### src/rtl/time_adjust_ctrl.sv
// time_adjust_ctrl: conditions the four time-setting buttons and turns them
// into single-cycle minute/hour inc/dec pulses that never collide with the
// counters' own carry pulses.

// Per-button input path: 2-flop synchronizer followed by a stable-level debouncer.
module time_adjust_deb #(
  parameter int DEBOUNCE_CYCLES = 1_000_000,
  parameter int CW              = $clog2(DEBOUNCE_CYCLES + 1)
) (
  input  logic i_clk,
  input  logic i_reset,
  input  logic i_raw,
  output logic o_deb
);
  logic          r_sync1, r_sync2, r_deb;
  logic [CW-1:0] r_cnt;

  // Synchronize, then accept the synced level once it has differed from the
  // debounced level for DEBOUNCE_CYCLES consecutive samples.
  always_ff @(posedge i_clk) begin
    if (i_reset) begin
      r_sync1 <= 1'b0;
      r_sync2 <= 1'b0;
      r_deb   <= 1'b0;
      r_cnt   <= '0;
    end else begin
      r_sync1 <= i_raw;
      r_sync2 <= r_sync1;
      if (r_sync2 == r_deb) begin
        r_cnt <= '0;
      end else if (r_cnt == CW'(DEBOUNCE_CYCLES - 1)) begin
        r_deb <= r_sync2;
        r_cnt <= '0;
      end else begin
        r_cnt <= r_cnt + 1'b1;
      end
    end
  end

  assign o_deb = r_deb;
endmodule

// Per-group (minute or hour) hold/repeat FSM plus the single pending-pulse slot.
module time_adjust_grp #(
  parameter int REPEAT_DELAY  = 25_000_000,
  parameter int REPEAT_PERIOD = 5_000_000,
  parameter int TW            = 25
) (
  input  logic i_clk,
  input  logic i_reset,
  input  logic i_add,
  input  logic i_red,
  input  logic i_carry,
  output logic o_inc,
  output logic o_dec,
  output logic o_pend
);
  typedef enum logic [1:0] {S_IDLE, S_HOLD, S_REPEAT} state_t;

  state_t        r_state;
  logic [TW-1:0] r_timer;
  logic          r_held_add;
  logic          r_pend_inc, r_pend_dec;
  logic          w_rel, w_req, w_req_add;

  // Request decision for this cycle: a fresh single press, or a timer expiry
  // while the same button stays held alone.
  always_comb begin
    w_rel     = (i_add & i_red) | (r_held_add ? ~i_add : ~i_red);
    w_req     = 1'b0;
    w_req_add = r_held_add;
    case (r_state)
      S_IDLE: begin
        w_req     = i_add ^ i_red;
        w_req_add = i_add;
      end
      S_HOLD, S_REPEAT: w_req = ~w_rel & (r_timer == TW'(1));
      default: w_req = 1'b0;
    endcase
  end

  // FSM, repeat timer and pending slot; release wins over a coincident expiry.
  always_ff @(posedge i_clk) begin
    if (i_reset) begin
      r_state    <= S_IDLE;
      r_timer    <= '0;
      r_held_add <= 1'b0;
      r_pend_inc <= 1'b0;
      r_pend_dec <= 1'b0;
    end else begin
      case (r_state)
        S_IDLE: begin
          r_timer <= '0;
          if (i_add ^ i_red) begin
            r_state    <= S_HOLD;
            r_timer    <= TW'(REPEAT_DELAY);
            r_held_add <= i_add;
          end
        end
        S_HOLD, S_REPEAT: begin
          if (w_rel) begin
            r_state <= S_IDLE;
            r_timer <= '0;
          end else if (r_timer == TW'(1)) begin
            r_state <= S_REPEAT;
            r_timer <= TW'(REPEAT_PERIOD);
          end else begin
            r_timer <= r_timer - 1'b1;
          end
        end
        default: begin
          r_state <= S_IDLE;
          r_timer <= '0;
        end
      endcase

      // One outstanding pulse: it drains on the first carry-free cycle, and any
      // request arriving while it is outstanding is merged into it.
      if (r_pend_inc | r_pend_dec) begin
        if (!i_carry) begin
          r_pend_inc <= 1'b0;
          r_pend_dec <= 1'b0;
        end
      end else if (w_req) begin
        r_pend_inc <= w_req_add;
        r_pend_dec <= ~w_req_add;
      end
    end
  end

  // The pending flop is masked by the live carry so the counter never sees a
  // user adjust and a carry in the same cycle.
  assign o_inc  = r_pend_inc & ~i_carry;
  assign o_dec  = r_pend_dec & ~i_carry;
  assign o_pend = r_pend_inc | r_pend_dec;
endmodule

module time_adjust_ctrl #(
  parameter int DEBOUNCE_CYCLES = 1_000_000,
  parameter int REPEAT_DELAY    = 25_000_000,
  parameter int REPEAT_PERIOD   = 5_000_000
) (
  input  logic       i_clk,
  input  logic       i_reset,
  input  logic       i_min_add,
  input  logic       i_min_reduce,
  input  logic       i_hour_add,
  input  logic       i_hour_reduce,
  input  logic       i_sec_carry,
  input  logic       i_min_carry,
  output logic       o_min_inc,
  output logic       o_min_dec,
  output logic       o_hour_inc,
  output logic       o_hour_dec,
  output logic [3:0] o_btn_state,
  output logic       o_adj_active
);
  localparam int TMAX = (REPEAT_DELAY > REPEAT_PERIOD) ? REPEAT_DELAY : REPEAT_PERIOD;
  localparam int TW   = $clog2(TMAX + 1);

  logic [3:0] w_raw, w_deb;
  logic [1:0] w_inc, w_dec, w_pend;

  assign w_raw = {i_hour_reduce, i_hour_add, i_min_reduce, i_min_add};

  time_adjust_deb #(.DEBOUNCE_CYCLES(DEBOUNCE_CYCLES)) u_deb[3:0] (
    .i_clk   (i_clk),
    .i_reset (i_reset),
    .i_raw   (w_raw),
    .o_deb   (w_deb)
  );

  // Index 0 = minute group (sec_carry), index 1 = hour group (min_carry).
  time_adjust_grp #(
    .REPEAT_DELAY  (REPEAT_DELAY),
    .REPEAT_PERIOD (REPEAT_PERIOD),
    .TW            (TW)
  ) u_grp[1:0] (
    .i_clk   (i_clk),
    .i_reset (i_reset),
    .i_add   ({w_deb[2], w_deb[0]}),
    .i_red   ({w_deb[3], w_deb[1]}),
    .i_carry ({i_min_carry, i_sec_carry}),
    .o_inc   (w_inc),
    .o_dec   (w_dec),
    .o_pend  (w_pend)
  );

  assign o_min_inc    = w_inc[0];
  assign o_min_dec    = w_dec[0];
  assign o_hour_inc   = w_inc[1];
  assign o_hour_dec   = w_dec[1];
  assign o_btn_state  = w_deb;
  assign o_adj_active = (|w_deb) | (|w_pend);
endmodule
### config.mk
export PLATFORM = sky130hd
export DESIGN_NAME = time_adjust_ctrl
export DESIGN_NICKNAME = d
export VERILOG_FILES = /design/src/rtl/time_adjust_ctrl.sv
export SDC_FILE = /design/constraint.sdc
export NUM_CORES = 1
export LEC_CHECK = 0
export ABC_AREA = 1
export ABC_CLOCK_PERIOD_IN_PS = 3200
export CAP_MARGIN = 10
export CORE_AREA = 3 3 215 133
export DETAILED_ROUTE_END_ITERATION = 10
export DIE_AREA = 0 0 218 136
export HOLD_SLACK_MARGIN = 0.15
export SYNTH_ARGS = -nofsm -noshare
export SYNTH_HDL_FRONTEND = slang
export SYNTH_HIERARCHICAL = 1
export SYNTH_SLANG_ARGS = --single-unit
### constraint.sdc
create_clock -name i_clk -period 3.2 [get_ports i_clk]
set_input_delay 0.32 -clock i_clk [delete_from_list [all_inputs] [get_ports i_clk]]
set_output_delay 0.32 -clock i_clk [all_outputs]
set_load 0.01 [all_outputs]
==> results.cfg <==
[worst_setup_path]
critPathLaunchType = flip-flop
worstPathArrival_ns = 1.74
rrSetupSlack_ns = 1.45
cpMaxStageDelayCell = clkdlybuf4s50_1
crit_required_ns = 2.88
crit_family = buffers and inverters
slowest_delay_ns = 0.54
path_max_fanout = 2
crit_chain = inv_1 > nand2_1 > nor2_1 > nand3_1 > clkdlybuf4s50_1
path_buf_inv = 2
end_kind = output port
worstSetupPathType = flip-flop to output port

[synth]
synth_compound_area_frac = 0.0580
ys_seq_area_frac = 0.380
synth.cell_area_sq_mm = 0.00800
synth_mux_area_frac = 0
synth.largest_area_cell = dfxtp_1
post_synth_num_cell_types = 39
synth-simple-area-share = 0.401
synthXorXnorAreaFrac = 0.0668
synth_top_family_by_area = simple AND/OR/NAND/NOR gates
synth_ff_type = dfxtp_1
syn-instance-count = 1140
synth_area_leaders = dfxtp_1 (38%), nand2_1 (11%), nor2_1 (11%), inv_1 (5.3%), nand3_1 (4.1%)
synth_top_area_frac = 0.380
async_flop_share = 0
synthesis.nets = 1162
synth_fa_ha_area_frac = 0.0219
synth_area_per_cell_sq_um = 7.02
yosys_warnings = 6
synth-edff-count = 0
synth_seq_cells = 152

[clock_tree]
path_clk_slew_ns = 0.07
clockRootBuffer = clkbuf_16
cts-resized-gates = 0
clock_tree.buffer_depth = 2
cts_setup_buffers = 0
clock_latency_ns = 0.43
cts_made_buffers = 17
cts_tree = yes
holdBufCountCts = 0
cts_sinks = 152
h-tree-depth = 4

[die]
start_util = 0.302
rows = 46
die_area_sq_mm = 0.0296
fp.dieH_um = 136
core_sq_mm = 0.0265
die_w_um = 218
ios = 17

[flow_run]
cap_viol_max_count = 0

[detailed_routing]
wl_per_cell_um = 11.4
drc = 0
drt_iter0_drc = 559
wirelength_um = 17600
firstDrtPassIters = 6
ant_nets = 0
vias_per_cell = 4.41
num_vias = 6803

[pwr]
finalPower_mw = 4.05
power_leakage_nw = 3.64
power_density_mw_per_mm2 = 443
irDropWorstVdd_mv = 0.310

[final_layout]
layout_common_cells = nand2_1 (245), nor2_1 (233), dfxtp_1 (152), inv_1 (113), nand3_1 (66)
fill_cells = 2841
mostFrequentLayoutCell = nand2_1
drive_above_1_share = 0.123
syn_to_final_growth_pct = 14.5
num_antenna_cells = 0
layout.nets = 1192

[global_routing]
grt_start_max_net_pins = 20
grt_pass1_wl_um = 30100
antenna_found_initial = 0
grt_overflow_total = 0
grtUsageTotal = 0.125
grt_pass1_vias = 6050

[sta]
fin_crit_ns = 2.06
rsz0062_at_grt = no
min_period_over_period = 0.643
worst_pin_slew_ns = 0.397
max-slew-margin-rel = 0.735
finalClockSkew_ns = 0.0177
hold_viol_final = 0
tns_ns = 0
fmax_mhz = 486
finalSetupViolCount = 0
maxSlewViolCount = 0

[placement]
place.gp.congestion = 0.835
dpl.hpwl_um = 13600
port-buffer-count = 16

[run_status]
status = finished clean

[worst_hold_path]
hold_path_class = flip-flop to flip-flop
==> per-layer routing <==
layer | part of all wire | global-route usage
met3 | 0.049 | 0.0295
met1 | 0.57 | 0.202
met5 | 0 | 0
met2 | 0.37 | 0.160
met4 | 0.0084 | 0.0290
==> path summary, 6_finish.rpt <==
path                                     startpoint                   end  cells after the start
worst max register to register  u_grp[1]/r_state[0]  u_grp[1]/r_timer[21]                     10
worst min-delay path               u_deb[2]/r_sync1      u_deb[2]/r_sync2                      2
worst max-delay path            u_grp[1]/r_pend_inc          o_adj_active                      5
worst min register to register     u_deb[2]/r_sync1      u_deb[2]/r_sync2                      2
==> worst register-to-register path: cells and delay by family, from the launching register on <==
family | cells | cell delay [ns]
buffers and inverters | 2 | 0.18
AOI/OAI and AO/OA | 2 | 0.22
and+or+nand+nor | 5 | 0.66
DFF | 1 | 0.36
adders and majority gates | 1 | 0.27
==> cell usage after synthesis (all sizes together), types with 7 or more instances <==
cell type	instances
xor2	32
o21ai	23
nand3	74
or2	8
nor2	285
nor3	26
dfxtp	152
nand2	267
nand4	18
a21oi	52
inv	131
o21bai	7
ha	14
xnor2	29
==> registers in the layout, indices dropped and copies added, names as in the netlist <==
name,cells
u_deb/r_sync1,4
u_grp/r_timer,50
u_deb/r_sync2,4
u_grp/r_pend_inc,2
u_grp/r_state,4
u_deb/o_deb,4
u_grp/r_pend_dec,2
u_deb/r_cnt,80
u_grp/r_held_add,2
==> cell type report <==
cell class	count	area [sq um]	share of cell area
clock buffers	17	425	0.0464
clock inverters	15	190	0.0208
inverters	133	503	0.0549
multi-input cells	849	4380	0.478
flip-flops and latches	152	3040	0.332
well taps	360	450	0.0492
repair buffers	17	168	0.0183
==> through the flow <==
stage	std cells	area [sq um]	setup WS (ns)	hold WS, ns	utilization
after global placement	1511	8540	1.28	0.390	0.323
after detailed placement	1511	8540	1.26	0.392	0.323
after global routing	1543	9160	1.07	0.404	0.346
final	1543	9160	1.14	0.408	0.346
after CTS	1543	9160	1.08	0.393	0.346
after floorplan	1140	8000	1.68	0.388	-
==> power breakdown <==
part / leakage, nW / internal, mW / switching [mW]
logic: 2.13 / 0.0168 / 0.0276
registers: 1.23 / 1.90 / 0.00313
clock network: 0.287 / 1.24 / 0.866
total: 3.64 / 3.16 / 0.897
==> kinds of logic after synthesis <==
kind of cell | count (synthesis)
XOR/XNOR | 61
adder cells (fa/ha/maj) | 14
flip-flops | 152
AND/OR/NAND/NOR | 688
AO/OA/AOI/OAI | 86
buffers and inverters | 139
Power figures use the tool's default switching activity.
